[src/rtl/rv32i_pkg.sv]
// Shared RV32I front-end definitions: instruction memory window defaults,
// the canonical NOP, the fetch FSM state encoding and the fetch payload.
package rv32i_pkg;

    localparam logic [31:0] IMEM_BASE_DEF  = 32'h0100_0000;
    localparam int unsigned IMEM_WORDS_DEF = 1024;
    localparam logic [31:0] NOP_INSTR      = 32'h0000_0013;  // addi x0, x0, 0

    typedef enum logic [1:0] {
        REQ  = 2'd0,
        WAIT = 2'd1,
        HOLD = 2'd2,
        DROP = 2'd3
    } fetch_state_t;

    // Instruction handed to decode.
    typedef struct packed {
        logic [31:0] instr;
        logic [31:0] pc;
        logic        fault;
    } if_payload_t;

endpackage

[src/rtl/fetch_addr_check.sv]
// Flags a fetch address that is misaligned or outside the instruction memory.
//   pc_in   : candidate fetch address
//   fault_c : 1 when pc_in cannot be fetched (combinational)
module fetch_addr_check
    import rv32i_pkg::*;
#(
    parameter logic [31:0] IMEM_BASE  = IMEM_BASE_DEF,
    parameter int unsigned IMEM_WORDS = IMEM_WORDS_DEF
) (
    input  logic [31:0] pc_in,
    output logic        fault_c
);

    // End of the window computed one bit wider so a window touching 2^32 cannot wrap.
    localparam logic [32:0] IMEM_LIMIT = 33'(IMEM_BASE) + (33'(IMEM_WORDS) << 2);

    logic misaligned;
    logic below_base;
    logic above_limit;

    assign misaligned  = (pc_in[1:0] != 2'b00);
    assign below_base  = (pc_in < IMEM_BASE);
    assign above_limit = (33'(pc_in) >= IMEM_LIMIT);
    assign fault_c     = misaligned | below_base | above_limit;

endmodule

[src/rtl/fetch_unit.sv]
// Instruction fetch: issues one memory request at a time for pc_in, holds the
// returned instruction for decode, and produces the next PC.
//   clk, reset                 : clock, synchronous active-high reset
//   pc_in / next_pc            : PC register value in / next PC out (combinational)
//   redirect, redirect_target  : kill current fetch and steer the PC
//   imem_req/addr/gnt/rvalid/rdata : instruction memory request/response
//   if_valid/if_ready          : decode handshake
//   if_instr/if_pc/if_fault    : held instruction, its PC and fault flag
module fetch_unit
    import rv32i_pkg::*;
#(
    parameter logic [31:0] IMEM_BASE  = IMEM_BASE_DEF,
    parameter int unsigned IMEM_WORDS = IMEM_WORDS_DEF
) (
    input  logic        clk,
    input  logic        reset,
    input  logic [31:0] pc_in,
    output logic [31:0] next_pc,
    input  logic        redirect,
    input  logic [31:0] redirect_target,
    output logic        imem_req,
    output logic [31:0] imem_addr,
    input  logic        imem_gnt,
    input  logic        imem_rvalid,
    input  logic [31:0] imem_rdata,
    output logic        if_valid,
    input  logic        if_ready,
    output logic [31:0] if_instr,
    output logic [31:0] if_pc,
    output logic        if_fault
);

    fetch_state_t state;
    fetch_state_t state_nxt;
    if_payload_t  payload_q;
    if_payload_t  payload_d;
    logic         load_payload;
    logic         addr_fault;

    fetch_addr_check #(
        .IMEM_BASE  (IMEM_BASE),
        .IMEM_WORDS (IMEM_WORDS)
    ) u_addr_check (
        .pc_in   (pc_in),
        .fault_c (addr_fault)
    );

    // State and held payload.
    always_ff @(posedge clk) begin
        if (reset) begin
            state     <= REQ;
            payload_q <= '{instr: NOP_INSTR, pc: IMEM_BASE, fault: 1'b0};
        end else begin
            state <= state_nxt;
            if (load_payload) begin
                payload_q <= payload_d;
            end
        end
    end

    // Next state; redirect always wins over the normal progression.
    always_comb begin
        state_nxt = state;
        case (state)
            REQ: begin
                if (addr_fault) begin
                    state_nxt = redirect ? REQ : HOLD;
                end else if (imem_gnt) begin
                    state_nxt = redirect ? DROP : WAIT;
                end
            end
            WAIT: begin
                if (imem_rvalid) begin
                    state_nxt = redirect ? REQ : HOLD;
                end else if (redirect) begin
                    state_nxt = DROP;
                end
            end
            HOLD: begin
                if (redirect || if_ready) begin
                    state_nxt = REQ;
                end
            end
            DROP: begin
                if (imem_rvalid) begin
                    state_nxt = REQ;
                end
            end
            default: state_nxt = REQ;
        endcase
    end

    // Outputs and payload capture.
    always_comb begin
        imem_req     = 1'b0;
        imem_addr    = pc_in;
        if_valid     = 1'b0;
        next_pc      = pc_in;
        load_payload = 1'b0;
        payload_d    = '{instr: imem_rdata, pc: pc_in, fault: 1'b0};

        if (reset) begin
            next_pc = IMEM_BASE;
        end else begin
            case (state)
                REQ: begin
                    if (addr_fault) begin
                        // Unfetchable PC: hand decode a faulting NOP instead of a request.
                        payload_d    = '{instr: NOP_INSTR, pc: pc_in, fault: 1'b1};
                        load_payload = !redirect;
                    end else begin
                        imem_req = 1'b1;
                    end
                end
                WAIT:    load_payload = imem_rvalid && !redirect;
                HOLD:    if_valid = !redirect;
                default: ;
            endcase

            if (redirect) begin
                next_pc = redirect_target;
            end else if (state == HOLD && if_ready) begin
                next_pc = pc_in + 32'd4;
            end
        end
    end

    assign if_instr = payload_q.instr;
    assign if_pc    = payload_q.pc;
    assign if_fault = payload_q.fault;

endmodule

[config.mk]
export PLATFORM = sky130hd
export DESIGN_NAME = fetch_unit
export DESIGN_NICKNAME = d
export VERILOG_FILES = /design/src/rtl/rv32i_pkg.sv /design/src/rtl/fetch_addr_check.sv /design/src/rtl/fetch_unit.sv
export SDC_FILE = /design/constraint.sdc
export NUM_CORES = 1
export LEC_CHECK = 0
export BUFFER_PORTS_ARGS = -buffer_cell sky130_fd_sc_hd__buf_2
export CORE_UTILIZATION = 47
export CTS_CLUSTER_SIZE = 16
export DETAILED_ROUTE_END_ITERATION = 8
export GPL_TIMING_DRIVEN = 0
export PLACE_DENSITY = 0.86
export SLEW_MARGIN = 10
export SYNTH_ARGS = -nofsm -noshare
export SYNTH_HDL_FRONTEND = slang
export SYNTH_HIERARCHICAL = 1
export SYNTH_SLANG_ARGS = --single-unit
[constraint.sdc]
create_clock -name clk -period 5.6 [get_ports clk]
set_clock_uncertainty 0.15 [all_clocks]
set_input_delay 1.12 -clock clk [delete_from_list [all_inputs] [get_ports clk]]
set_output_delay 1.12 -clock clk [all_outputs]
set_load 0.1 [all_outputs]
==> results.txt <==
The run finished with clean final reports. The critical path goes through buf_2, nand3_2, or2_2, buf_2, or4_4, or3_1, a311oi_2, buf_2. The biggest fanout along the worst timing path is 7. From synthesis to final layout, the design area changed by 40.28%. The final routed wire length divided by cell count came out at 15.64 µm.

The leakage dissipation came out at 2.474 nW. The worst supply voltage drop on vdd is 211.4 µV. STA classifies the critical path endpoint as a primary output.

Including well taps, the total number of placed cells is 834. At the worst endpoint, the required time is 4.33 ns. The sequential share of the synthesized area came out at 35.16%. Measured along the x axis, the die boundary spans 92.10 µm.

The slew at the pin closest to its max-slew limit is 0.9536 ns. The number of gates resized after CTS was 0. Across the whole layout, storage elements account for 0.001341 mm². Yosys attributes the largest share of cell area to sky130_fd_sc_hd__dfxtp_1 35%, sky130_fd_sc_hd__nand2_1 9.0%, sky130_fd_sc_hd__buf_4 6.9%. The cell with the most instances after synthesis is sky130_fd_sc_hd__nand2_1.

By count the netlist is led by 91 x sky130_fd_sc_hd__nand2_1, 67 x sky130_fd_sc_hd__dfxtp_1, 62 x sky130_fd_sc_hd__nor2_1, 42 x sky130_fd_sc_hd__a21oi_1, 35 x sky130_fd_sc_hd__buf_4. Clock-pin slew was measured on the worst setup and hold paths at 0.08 ns. After Yosys synthesis, and, or, nand and nor cells account for 27.91% of the synthesized area.

The TritonCTS clock tree is yes. The total count of hold-check failures in the final report was 0. The internal power of the cells totals 0.8326 mW. The vertical extent of the die is 92.10 µm. Entering global routing, the biggest net connects 14 pins.

TritonCTS created 9 clock buffers. The cell taking the most area after synthesis is sky130_fd_sc_hd__dfxtp_1. The clock network fraction of design power is 27.5%.

The final standard cell count with taps included and fillers excluded came out at 850. Static timing analysis puts the maximum clock frequency at 208.9 MHz. The area of combinational cells with multiple inputs is 0.002085 mm². The final period demand of the worst path came out at 4.787 ns. The xor/xnor cell area share of the yosys netlist is 5.740%. The first-pass iteration count of the detailed router is 5. After synthesis the cells add up to 0.003815 mm².

The total detailed-routing wirelength came out at 13290 µm. The detailed-placement wirelength estimate came out at 10460 µm. The post-route cell area is 0.005351 mm². At the end of routability-driven placement, the weighted congestion stood at 0.8902.

The mux cell area share after synthesis came out at 0.7871%. The number of fill cells is 715. The synthesized instance count came out at 504.

The standard cell core area came out at 0.007807 mm². The count of input and output buffers came out at 228. Setup violations remaining at the end of the flow were counted as 0. The largest stage delay on the critical path came out at 0.50 ns. Across the run, the number of max-cap violations was 0.

In the final design database the tool counted 847 nets. The reported net switching power came out at 0.6981 mW. The most numerous cell type found on the critical path is sky130_fd_sc_hd__buf_2. Net switching is 45.60% of the power.

The worst-path cell with the longest stage delay is sky130_fd_sc_hd__or4_4. The sum of internal, switching and leakage power is 1.531 mW. The share of the synthesized area in the top cell type came out at 35.16%. The number of enable flip-flop cells after synthesis is 0. The row count is 32.

The number of antenna violations at the first check in global routing came to 0. The min-delay analysis places its worst path in the category flop to flop. By startpoint and endpoint, the worst setup path is classified as primary input to primary output. The number of vias in the routed layout came out at 4626. During synthesis, Yosys emitted a total of 6 warnings. Per report_power, the sequential group accounts for 33.1% of the total. The final hold slack is 0.3045 ns.

The total number of H-tree levels came out at 3. The flip-flop and latch count after synthesis is 67. The remaining global-route overflow came out at 0. The clock net sink count is 67.

Once the floorplan was initialized, standard cells occupied 48.86% of the core. The cell area after placement is 0.005142 mm². The main combinational cell family by area after synthesis is simple AND/OR/NAND/NOR gates. The average size of a mapped cell came out at 7.569 µm². The violation count after the first detailed-route iteration came out at 276. The clock root buffer master is sky130_fd_sc_hd__clkbuf_8. Global routing used 31.61% of the available tracks across all layers. The number of global-route vias before repair is 4489. Dividing the detail-routed via count by the number of cells gives 5.442.

The global-route wire length before repair is 21300 µm. The data arrival time of the worst path is 3.52 ns. The max-slew violation count is 0. The post-detailed-route DRC marker count is 0. The maximum number of buffers from clock root to sink came out at 2.

The detail route stage leaves a number of antenna-violating nets equal to 0. The distinct cell type count after synthesis came out at 46. Of the total synthesized cell area, the portion taken by full adders, half adders and majority gates is 0.6560%. Power spread over the standard cell area amounts to 286.0 mW/mm². The layout cell share with drive strength beyond 1 came out at 40.51%.

The fraction of the mapped netlist area in compound gates came out at 18.01%. The max-slew headroom at the worst pin came out at 36.43%. Setup total negative slack on the finished layout was measured at 0 ns. The I/O pin count came out at 233. The source-to-sink clock delay at the later pin of the worst-skew pair is 0.33 ns. The repair_antennas step left the layout with diodes totalling 0. The post-cts hold buffer count is 0. The combinational cell fraction of total power came out at 39.4%. The portion of the clock cycle consumed by the worst path in the final layout came out at 85.48%.

Setup repair after global routing left no endpoint under its margin. The number of post-CTS setup repair buffers came out at 0. The full die area is 0.008481 mm². Counting flops with an async set or reset pin after synthesis yields a share of 0%. The synthesized net count is 608. In the synthesized netlist the dominant register cell turns out to be sky130_fd_sc_hd__dfxtp_1. STA classifies the critical path startpoint as a primary input.
[placed cells by master (no fill, tap or decap), types with 7 or more instances in the layout]
master and instances:
sky130_fd_sc_hd__nand3_1 10, sky130_fd_sc_hd__a22oi_1 29, sky130_fd_sc_hd__buf_4 35, sky130_fd_sc_hd__a211oi_1 13, sky130_fd_sc_hd__nor4_1 16, sky130_fd_sc_hd__buf_2 231, sky130_fd_sc_hd__a211oi_2 7, sky130_fd_sc_hd__nand4_1 12
sky130_fd_sc_hd__dfxtp_1 67, sky130_fd_sc_hd__clkbuf_8 10, sky130_fd_sc_hd__clkbuf_1 28, sky130_fd_sc_hd__xnor2_1 20, sky130_fd_sc_hd__a21oi_1 42, sky130_fd_sc_hd__nor2_1 62, sky130_fd_sc_hd__nand2_1 91
[metal layers]
layer	share of wire, %	GRT usage, %
met4	2.8	14.06
met1	39	36.88
met5	0	0
met3	7.7	6.302
met2	50	55.60
[cell families (layout without fill, tap and decap cells)]
kind of cell | after synthesis | after routing
multiplexers | 3 | 3
flip-flops | 67 | 67
AND/OR/NAND/NOR | 225 | 225
adder cells (fa/ha/maj) | 2 | 2
AO/OA/AOI/OAI | 107 | 107
XOR/XNOR | 25 | 25
buffers and inverters | 75 | 319
[worst max-delay path: cells and delay by family]
family / cells / cell delay, ns
compound gates: 1 / 0.26
simple gates: 4 / 1.29
buf+inv: 3 / 0.84
[power groups by stage]
stage	logic [mW]	registers, mW	clock network [mW]
2_1_floorplan	0.328	0.661	0
3_3_place_gp	0.594	0.517	0
3_5_place_dp	0.602	0.518	0
4_1_cts	0.603	0.507	0.425
5_1_grt	0.629	0.509	0.446
6_report	0.603	0.507	0.420
[cell type report]
class / count / area share, %
clock buffers: 10 / 2.572
well taps: 102 / 2.385
plain buffers: 71 / 8.090
multi-input cells: 362 / 38.95
inverters: 4 / 0.2806
repair buffers: 228 / 21.32
flip-flops and latches: 67 / 25.06
clock inverters: 6 / 1.333
[sequential cells by signal, indices dropped and copies added, names as in the netlist]
name and flops:
state 2, if_instr 32, if_pc 32, if_fault 1
[through the flow]
step	utilization (%)	worst slack [ns]
after detailed placement	65.87	0.8228
after global placement	65.87	0.8267
after floorplan	-	0.02181
after CTS	68.54	0.8259
final	68.54	0.8131
after global routing	68.54	0.7293
[final timing paths]
path	end	slack (ns)	startpoint	cells after the start
worst max register to register	if_pc[23]	3.43	state[0]	5
worst min-delay path	if_pc[27]	0.30	if_pc[27]	2
worst max-delay path	next_pc[26]	0.81	pc_in[20]	8
worst min register to register	if_pc[27]	0.30	if_pc[27]	2
Power figures use the tool's default switching activity.
